--- config.mk ---
export PLATFORM = sky130hd
export DESIGN_NAME = tick_gen
export DESIGN_NICKNAME = d
export VERILOG_FILES = /design/src/rtl/tick_gen_pkg.sv /design/src/rtl/btn_debounce.sv /design/src/rtl/tick_gen.sv
export SDC_FILE = /design/constraint.sdc
export NUM_CORES = 1
export LEC_CHECK = 0
export CORE_UTILIZATION = 53
export CTS_CLUSTER_SIZE = 40
export DETAILED_ROUTE_END_ITERATION = 8
export PLACE_DENSITY_LB_ADDON = 0.25
export REMOVE_ABC_BUFFERS = 1
export SYNTH_ARGS = -nofsm -noshare
export SYNTH_HDL_FRONTEND = slang
export SYNTH_SLANG_ARGS = --single-unit
--- constraint.sdc ---
create_clock -name clk -period 3.7 [get_ports clk]
set_input_delay 0.555 -clock clk [delete_from_list [all_inputs] [get_ports clk]]
set_output_delay 0.555 -clock clk [all_outputs]
set_load 0.05 [all_outputs]
--- src/rtl/tick_gen_pkg.sv ---
// Shared definitions for the tick generator: mode encoding and default parameter values.
package tick_gen_pkg;

  typedef enum logic [1:0] {
    MODE_PAUSE = 2'b00,
    MODE_RUN   = 2'b01,
    MODE_STEP  = 2'b10
  } mode_t;

  localparam int unsigned TG_DEFAULT_DIV = 50_000_000;
  localparam int unsigned TG_DEB_CYCLES  = 1_000_000;

endpackage

--- src/rtl/btn_debounce.sv ---
// Push-button conditioner: 2-flop synchroniser, stability counter and rising-edge pulse
// of the accepted (debounced) level.
module btn_debounce #(
  parameter int          DEB_W      = 20,
  parameter int unsigned DEB_CYCLES = tick_gen_pkg::TG_DEB_CYCLES
) (
  input  logic clk,
  input  logic rst,
  input  logic btn_raw,
  output logic btn_level,
  output logic btn_rise
);

  localparam logic [DEB_W-1:0] DEB_LAST = DEB_W'(DEB_CYCLES - 1);

  logic             btn_p0;
  logic             btn_p1;
  logic [DEB_W-1:0] deb_cnt;

  always_ff @(posedge clk or negedge rst) begin
    if (!rst) begin
      btn_p0    <= 1'b0;
      btn_p1    <= 1'b0;
      btn_level <= 1'b0;
      btn_rise  <= 1'b0;
      deb_cnt   <= '0;
    end else begin
      btn_p0   <= btn_raw;
      btn_p1   <= btn_p0;
      btn_rise <= 1'b0;
      // a single agreeing sample restarts the stability window
      if (btn_p1 == btn_level) begin
        deb_cnt <= '0;
      end else if (deb_cnt == DEB_LAST) begin
        btn_level <= btn_p1;
        btn_rise  <= btn_p1;
        deb_cnt   <= '0;
      end else begin
        deb_cnt <= deb_cnt + 1'b1;
      end
    end
  end

endmodule

--- src/rtl/tick_gen.sv ---
// Enable-strobe generator for the display counter: run/pause/step FSM, loadable prescaler.
// Optional square-wave output clk_sq is built only when TICK_GEN_SQUARE_EN is defined.
module tick_gen
  import tick_gen_pkg::*;
#(
  parameter int          DIV_W       = 27,
  parameter int unsigned DEFAULT_DIV = TG_DEFAULT_DIV,
  parameter int          DEB_W       = 20,
  parameter int unsigned DEB_CYCLES  = TG_DEB_CYCLES
) (
  input  logic             clk,
  input  logic             rst,
  input  logic [DIV_W-1:0] div_val,
  input  logic             div_load,
  input  logic             run_en,
  input  logic             step_btn,
  output logic             tick,
  output logic [1:0]       mode,
  output logic             clk_sq
);

  localparam logic [DIV_W-1:0] DIV_RST = DIV_W'(DEFAULT_DIV);
  localparam logic [DIV_W-1:0] DIV_MIN = DIV_W'(1);

  logic             run_p0;
  logic             run_p1;
  logic             step_level;
  logic             step_pulse;
  logic             step_req;
  logic             terminal;
  mode_t            state;
  logic [DIV_W-1:0] div_reg;
  logic [DIV_W-1:0] cnt;

  btn_debounce #(
    .DEB_W      (DEB_W),
    .DEB_CYCLES (DEB_CYCLES)
  ) u_step_deb (
    .clk       (clk),
    .rst       (rst),
    .btn_raw   (step_btn),
    .btn_level (step_level),
    .btn_rise  (step_pulse)
  );

  // a rise is only meaningful while the accepted level is high
  assign step_req = step_pulse & step_level;
  assign terminal = (cnt == div_reg - 1'b1);
  assign mode     = state;

  always_ff @(posedge clk or negedge rst) begin
    if (!rst) begin
      run_p0  <= 1'b0;
      run_p1  <= 1'b0;
      state   <= MODE_PAUSE;
      div_reg <= DIV_RST;
      cnt     <= '0;
      tick    <= 1'b0;
    end else begin
      run_p0 <= run_en;
      run_p1 <= run_p0;
      tick   <= 1'b0;
      case (state)
        MODE_PAUSE: begin
          cnt <= '0;
          if (run_p1) begin
            state <= MODE_RUN;
          end else if (step_req) begin
            state <= MODE_STEP;
          end
        end
        MODE_RUN: begin
          if (!run_p1) begin
            state <= MODE_PAUSE;
            cnt   <= '0;
          end else if (terminal) begin
            cnt  <= '0;
            tick <= 1'b1;
          end else begin
            cnt <= cnt + 1'b1;
          end
        end
        MODE_STEP: begin
          cnt   <= '0;
          tick  <= 1'b1;
          state <= MODE_PAUSE;
        end
        default: begin
          cnt   <= '0;
          state <= MODE_PAUSE;
        end
      endcase
      // a divisor load restarts the period and overrides a coincident terminal count
      if (div_load) begin
        div_reg <= (div_val < DIV_MIN) ? DIV_MIN : div_val;
        cnt     <= '0;
        if (state == MODE_RUN) begin
          tick <= 1'b0;
        end
      end
    end
  end

`ifdef TICK_GEN_SQUARE_EN
  always_ff @(posedge clk or negedge rst) begin
    if (!rst) begin
      clk_sq <= 1'b0;
    end else if (tick) begin
      clk_sq <= ~clk_sq;
    end
  end
`else
  assign clk_sq = 1'b0;
`endif

endmodule

Word-level counts from Yosys, hierarchy flattened. Cells that the tools add are included.

$lt $le $gt $ge: 1. Equality and inequality tests: 7. $add $sub $neg: 3. Reduce and logical (&&, ||, !) cells: 3. Bitwise operators: 2. Multiplexer cells: 18.

Operators by type and width (count): $mux 27 (5); $mux 20 (2); $add 27x1->27 const B (1); $eq 27x27->1 (1); $lt 27x1->1 const B (1); $sub 27x1->27 const B (1); $add 20x1->20 const B (1); $eq 20x20->1 const B (1); $mux 1 (6); $mux 2 (3); $pmux 2 s2 (1); $reduce_and 2->1 (2); $ne 3x3->1 const B (1); $eq 2x1->1 const B (1); $eq 2x2->1 const B (1); $logic_not 2->1 (1); $ne 2x2->1 const B (1); $pmux 1 s2 (1); $and 1x1->1 (1); $eq 1x1->1 (1); $not 1->1 (1).

Output and inout bits: 4. Word-level logic and storage cells: 45. Bits of input ports: 32. Register bits after elaboration: 83.

Logic depth before layout (Yosys ltp).
Word-level depth: 7. Gate-level depth with buffers: 12.

Modules after synthesis. Synthesis repeated with hierarchy kept, for this count alone.

Cell total of the unflattened synthesis: 480. Area, all modules: 4767.1 µm².

Modules (own cells, without submodules): tick_gen (area an instance 3631.0 µm², cells each 364, times used 1, seq. area each 1491.4 µm²); btn_debounce (area an instance 1136.1 µm², cells each 116, times used 1, seq. area each 600.6 µm²).

Least setup slack after synthesis. Ideal clock, no wire load.

Path type: reg-to-reg. Start point: register div_reg[0]. End point: register cnt[10]. Setup slack: 0.053 ns. Arrival: 3.509 ns. Stages on the path, launching flop included: 13. Clock period less this slack: 3.647 ns. Required time: 3.562 ns. Cell sequence: dfrtp_1 > inv_1 > ha_1 > or4b_1 > buf_2 > or4_1 > buf_2 > a2111oi_4 > nor2_1 > or4b_4 > nor4_4 > buf_6 > nor4_1.

Longest elaborated chain between the ends: 6.

RTL lines: start: declaration (line tick_gen.sv:32) `logic [DIV_W-1:0] div_reg;`; start signal: assignment (line tick_gen.sv:95) `div_reg <= (div_val < DIV_MIN) ? DIV_MIN : div_val;`; $sub 27x1->27 (line tick_gen.sv:48) `assign terminal = (cnt == div_reg - 1'b1);`; $eq 27x27->1 (line tick_gen.sv:48); $mux 27 (line tick_gen.sv:76) `end else if (terminal) begin`; $mux 27 (line tick_gen.sv:73) `if (!run_p1) begin`; $mux 27 (line tick_gen.sv:63) `case (state)`; $mux 27 (line tick_gen.sv:94) `if (div_load) begin`; end signal: assignment (line tick_gen.sv:80) `cnt <= cnt + 1'b1;`; end: declaration (line tick_gen.sv:33) `logic [DIV_W-1:0] cnt;`.

No other way between the ends. A chain may end at the register's enable or synchronous reset.

Worst setup path after layout.
Start point: register div_reg[1]. End point: register cnt[4].

The elaborated chain is that of the path after synthesis.

==> metrics list <==
- Outcome: completed
- The Yosys step of the flow raised 0 warnings.
- Via density per instance: 6.05
* Overall die width: 98.3 µm
* Number of global-route vias before repair: 4,094
* Cells along the critical path: inv_1, ha_1, or4b_1, or4_4, a2111oi_4, nor2_1, or4b_4, nor4_4, buf_12, nor4_1
- Unrepaired setup endpoints after global routing: no
* Placed Instances: 641
* Max clock buf depth: 2
- Detail Placement HPWL: 8380 µm
- The startpoint identified for the worst register-to-register timing path is div_reg[1].
- Cells after synthesis: 515
* Initial DRT Pass Iterations: 8
- For this run, the number of standard cells in the final layout without fillers is 657.
- Crit path setup slack, layout: 0.178 ns
- Leading cell types by total area after synthesis: dfrtp_1 36%, dfstp_2 6.4%, xnor2_1 6.2%
- From bottom edge to top edge, the die measures 98.3 µm.
- The average instance in the mapped netlist occupies 9.55 µm².
- Fraction of synthesis flops using an asynchronous set or reset pin: 100%
- Maximum number of pins on one net before global-route repair: 69
- The tree built by TritonCTS fans out to 83 sinks.
* EDFF count, synth: 0
- Delay of the slowest critical-path stage: 0.59 ns
- The root buffer cell chosen for the clock tree is clkbuf_8.
- Post-synthesis cell type with the largest combined area: dfrtp_1
* Most frequent cell after synthesis: dfrtp_1
- Clock skew after layout: 0.0196 ns
* Worst-skew pair later-pin latency: 0.38 ns
- Critical path required time: 3.94 ns
- Sequential elements use 42.5% of the synthesized area.
* Syn Std Cell Area: 0.00492 mm²
* Count of H-tree levels built during CTS: 3
- Most instantiated flip-flop cell in the synthesis netlist: dfrtp_1
* Starting density of the core: 55.6%
- Crit path time final: 3.52 ns
- Derived from the worst setup path, the maximum achievable clock frequency is 0.284 GHz.
- Summed over all cells, the static leakage comes to 2.11 nW.
- TritonCTS built the clock tree.
- Synthesis inferred 83 register bits.
- OpenSTA, run right after detailed placement, puts the worst setup slack at 0.148 ns.
- # Max-Cap Violations: 0
* Total wirelength of the detailed-routed design: 11,600 µm
* Global-route usage over all layers: 25.8%
- Critical path buffer and inverter count: 2
* Headroom to the max-slew limit: 43.5%
- Row count: 34
- Endpoints failing setup: 0
- Drt first-iter violations: 287
- Clock-pin slew was measured on the worst setup and hold paths at 0.10 ns.
- Area of the die: 0.00967 mm²
* Power per cell area: 365 mW/mm²
- The final layout contains 582 nets.
- Wire length of the first global-routing pass: 19,600 µm
* Kind of end point of the critical path: flip-flop
- Fin. Hold Viols: 0
- Core box area: 0.00885 mm²
* Drt wl/cell: 17.6 µm
* Fraction of final layout cells sized beyond drive strength 1: 14.4%
- Sorting the synthesized cells by how often they occur yields 71 x dfrtp_1, 50 x nor2_1, 39 x nand2_1.
- Top cell type's share of synthesized area: 36.1%
- Across the VDD grid, the largest voltage drop is 296 µV.
- The count of nets left with antenna violations once routing finished came out at 0.
- Total I/O pin count: 36
- Slowest library cell on the worst path: or4_4
- The setup path with the least slack is of type reg2reg.
- Worst setup startpoint: div_reg[1]
- Counting distinct cell types in the post-synthesis netlist gives 61.
* Gate family responsible for the most delay along the worst path: simple AND/OR/NAND/NOR gates
- Buffers on Ports: 34
- The final-report max-slew violation count was 0.
* Final weighted congestion in routability-driven placement: 0.911
- Summed over all layers, the global routing overflow is 0.
* Hold Crit Class: in2async
* Count of unresolved DRC violations after routing: 0
- The area growth from synthesis to layout is 13.1%.
* Kind of start point of the critical path: flip-flop
- At the worst endpoint, the arrival time is 3.76 ns.
* Transition time of the tightest slew-check pin: 0.847 ns
* ANT cells: 0
* Number of antenna violations at the first check in global routing: 0
- Via count: 3,978
* Inserted Clock Buffers: 9
- Maximum fanout along the worst path: 27
- Of the available clock period, the critical path in the final layout requires 95.2%.
## power breakdown
group	internal (W)	switching (W)	leakage, nW
clock network	0.000267	0.000394	0.101
logic	0.000146	0.000199	0.938
registers	0.000959	0.0000625	1.07
## routing by layer
metal  track usage (%)  vias up  wire length [µm]
li1                  -     1925                 -
met1              32.7     1938              5230
met2              44.7      100              5690
met3              4.37       15               492
met4              8.73        0               150
met5                 0        -                 0
## cells by family after synthesis
group	after synthesis	share of synthesized area (%)
simple gates	246	27.6
flops	83	42.5
xor+xnor	66	11.8
compound gates	52	7.79
buf+inv	37	3.26
mux	24	5.50
fa+ha+maj	6	1.53
other cells	1	0.0763
## through the flow
| stage | hold WS (ns) | TNS, ns | util [%] | area [µm²] | power, W |
|---|---|---|---|---|---|
| 2_1_floorplan | 0.259 | -6.07 | - | 4790 | 0.00122 |
| 3_3_place_gp | 0.335 | 0 | 60.5 | 5360 | 0.00137 |
| 3_5_place_dp | 0.338 | 0 | 60.5 | 5360 | 0.00138 |
| 4_1_cts | 0.295 | 0 | 62.8 | 5560 | 0.00204 |
| 5_1_grt | 0.326 | 0 | 62.8 | 5560 | 0.00213 |
| 6_report | 0.260 | 0 | 62.8 | 5560 | 0.00203 |
## final timing paths
kind                                to  slack (ns)  depth (start not counted)
min                         div_reg[6]        0.26                          1
max reg2reg                     cnt[4]        0.18                         10
max                             cnt[4]        0.18                         10
min in group clk                run_p1        0.36                          0
max in group asynchronous  div_reg[23]        2.60                          2
min reg2reg                     run_p1        0.36                          0
## placed cells by master (no fill, tap or decap), drive strengths merged, types with 8 or more instances in the layout
| master | count |
|---|---|
| and3 | 9 |
| buf | 13 |
| clkbuf | 9 |
| clkdlybuf4s50 | 32 |
| dfrtp | 71 |
| dfstp | 12 |
| inv | 15 |
| mux2 | 24 |
| nand2 | 39 |
| nand3 | 21 |
| nand4 | 10 |
| nor2 | 50 |
| nor3 | 19 |
| nor4 | 38 |
| o21ai | 15 |
| or3 | 8 |
| or4 | 8 |
| xnor2 | 35 |
| xor2 | 31 |
## final cells by class
cell class | instances | area (µm²)
fill | 763 | 3290
multi-input combinational | 395 | 2670
sequential | 83 | 2090
timing repair buffer | 45 | 428
tap | 108 | 135
clock buffer | 9 | 124
clock inverter | 7 | 73.8
inverter | 10 | 37.5
## repair_timing
item	in CTS	in global routing
gates resized for setup	0	1
setup buffers	0	0
endpoints found under the setup margin	0	21
hold buffers	0	0
Power figures use the tool's default switching activity.
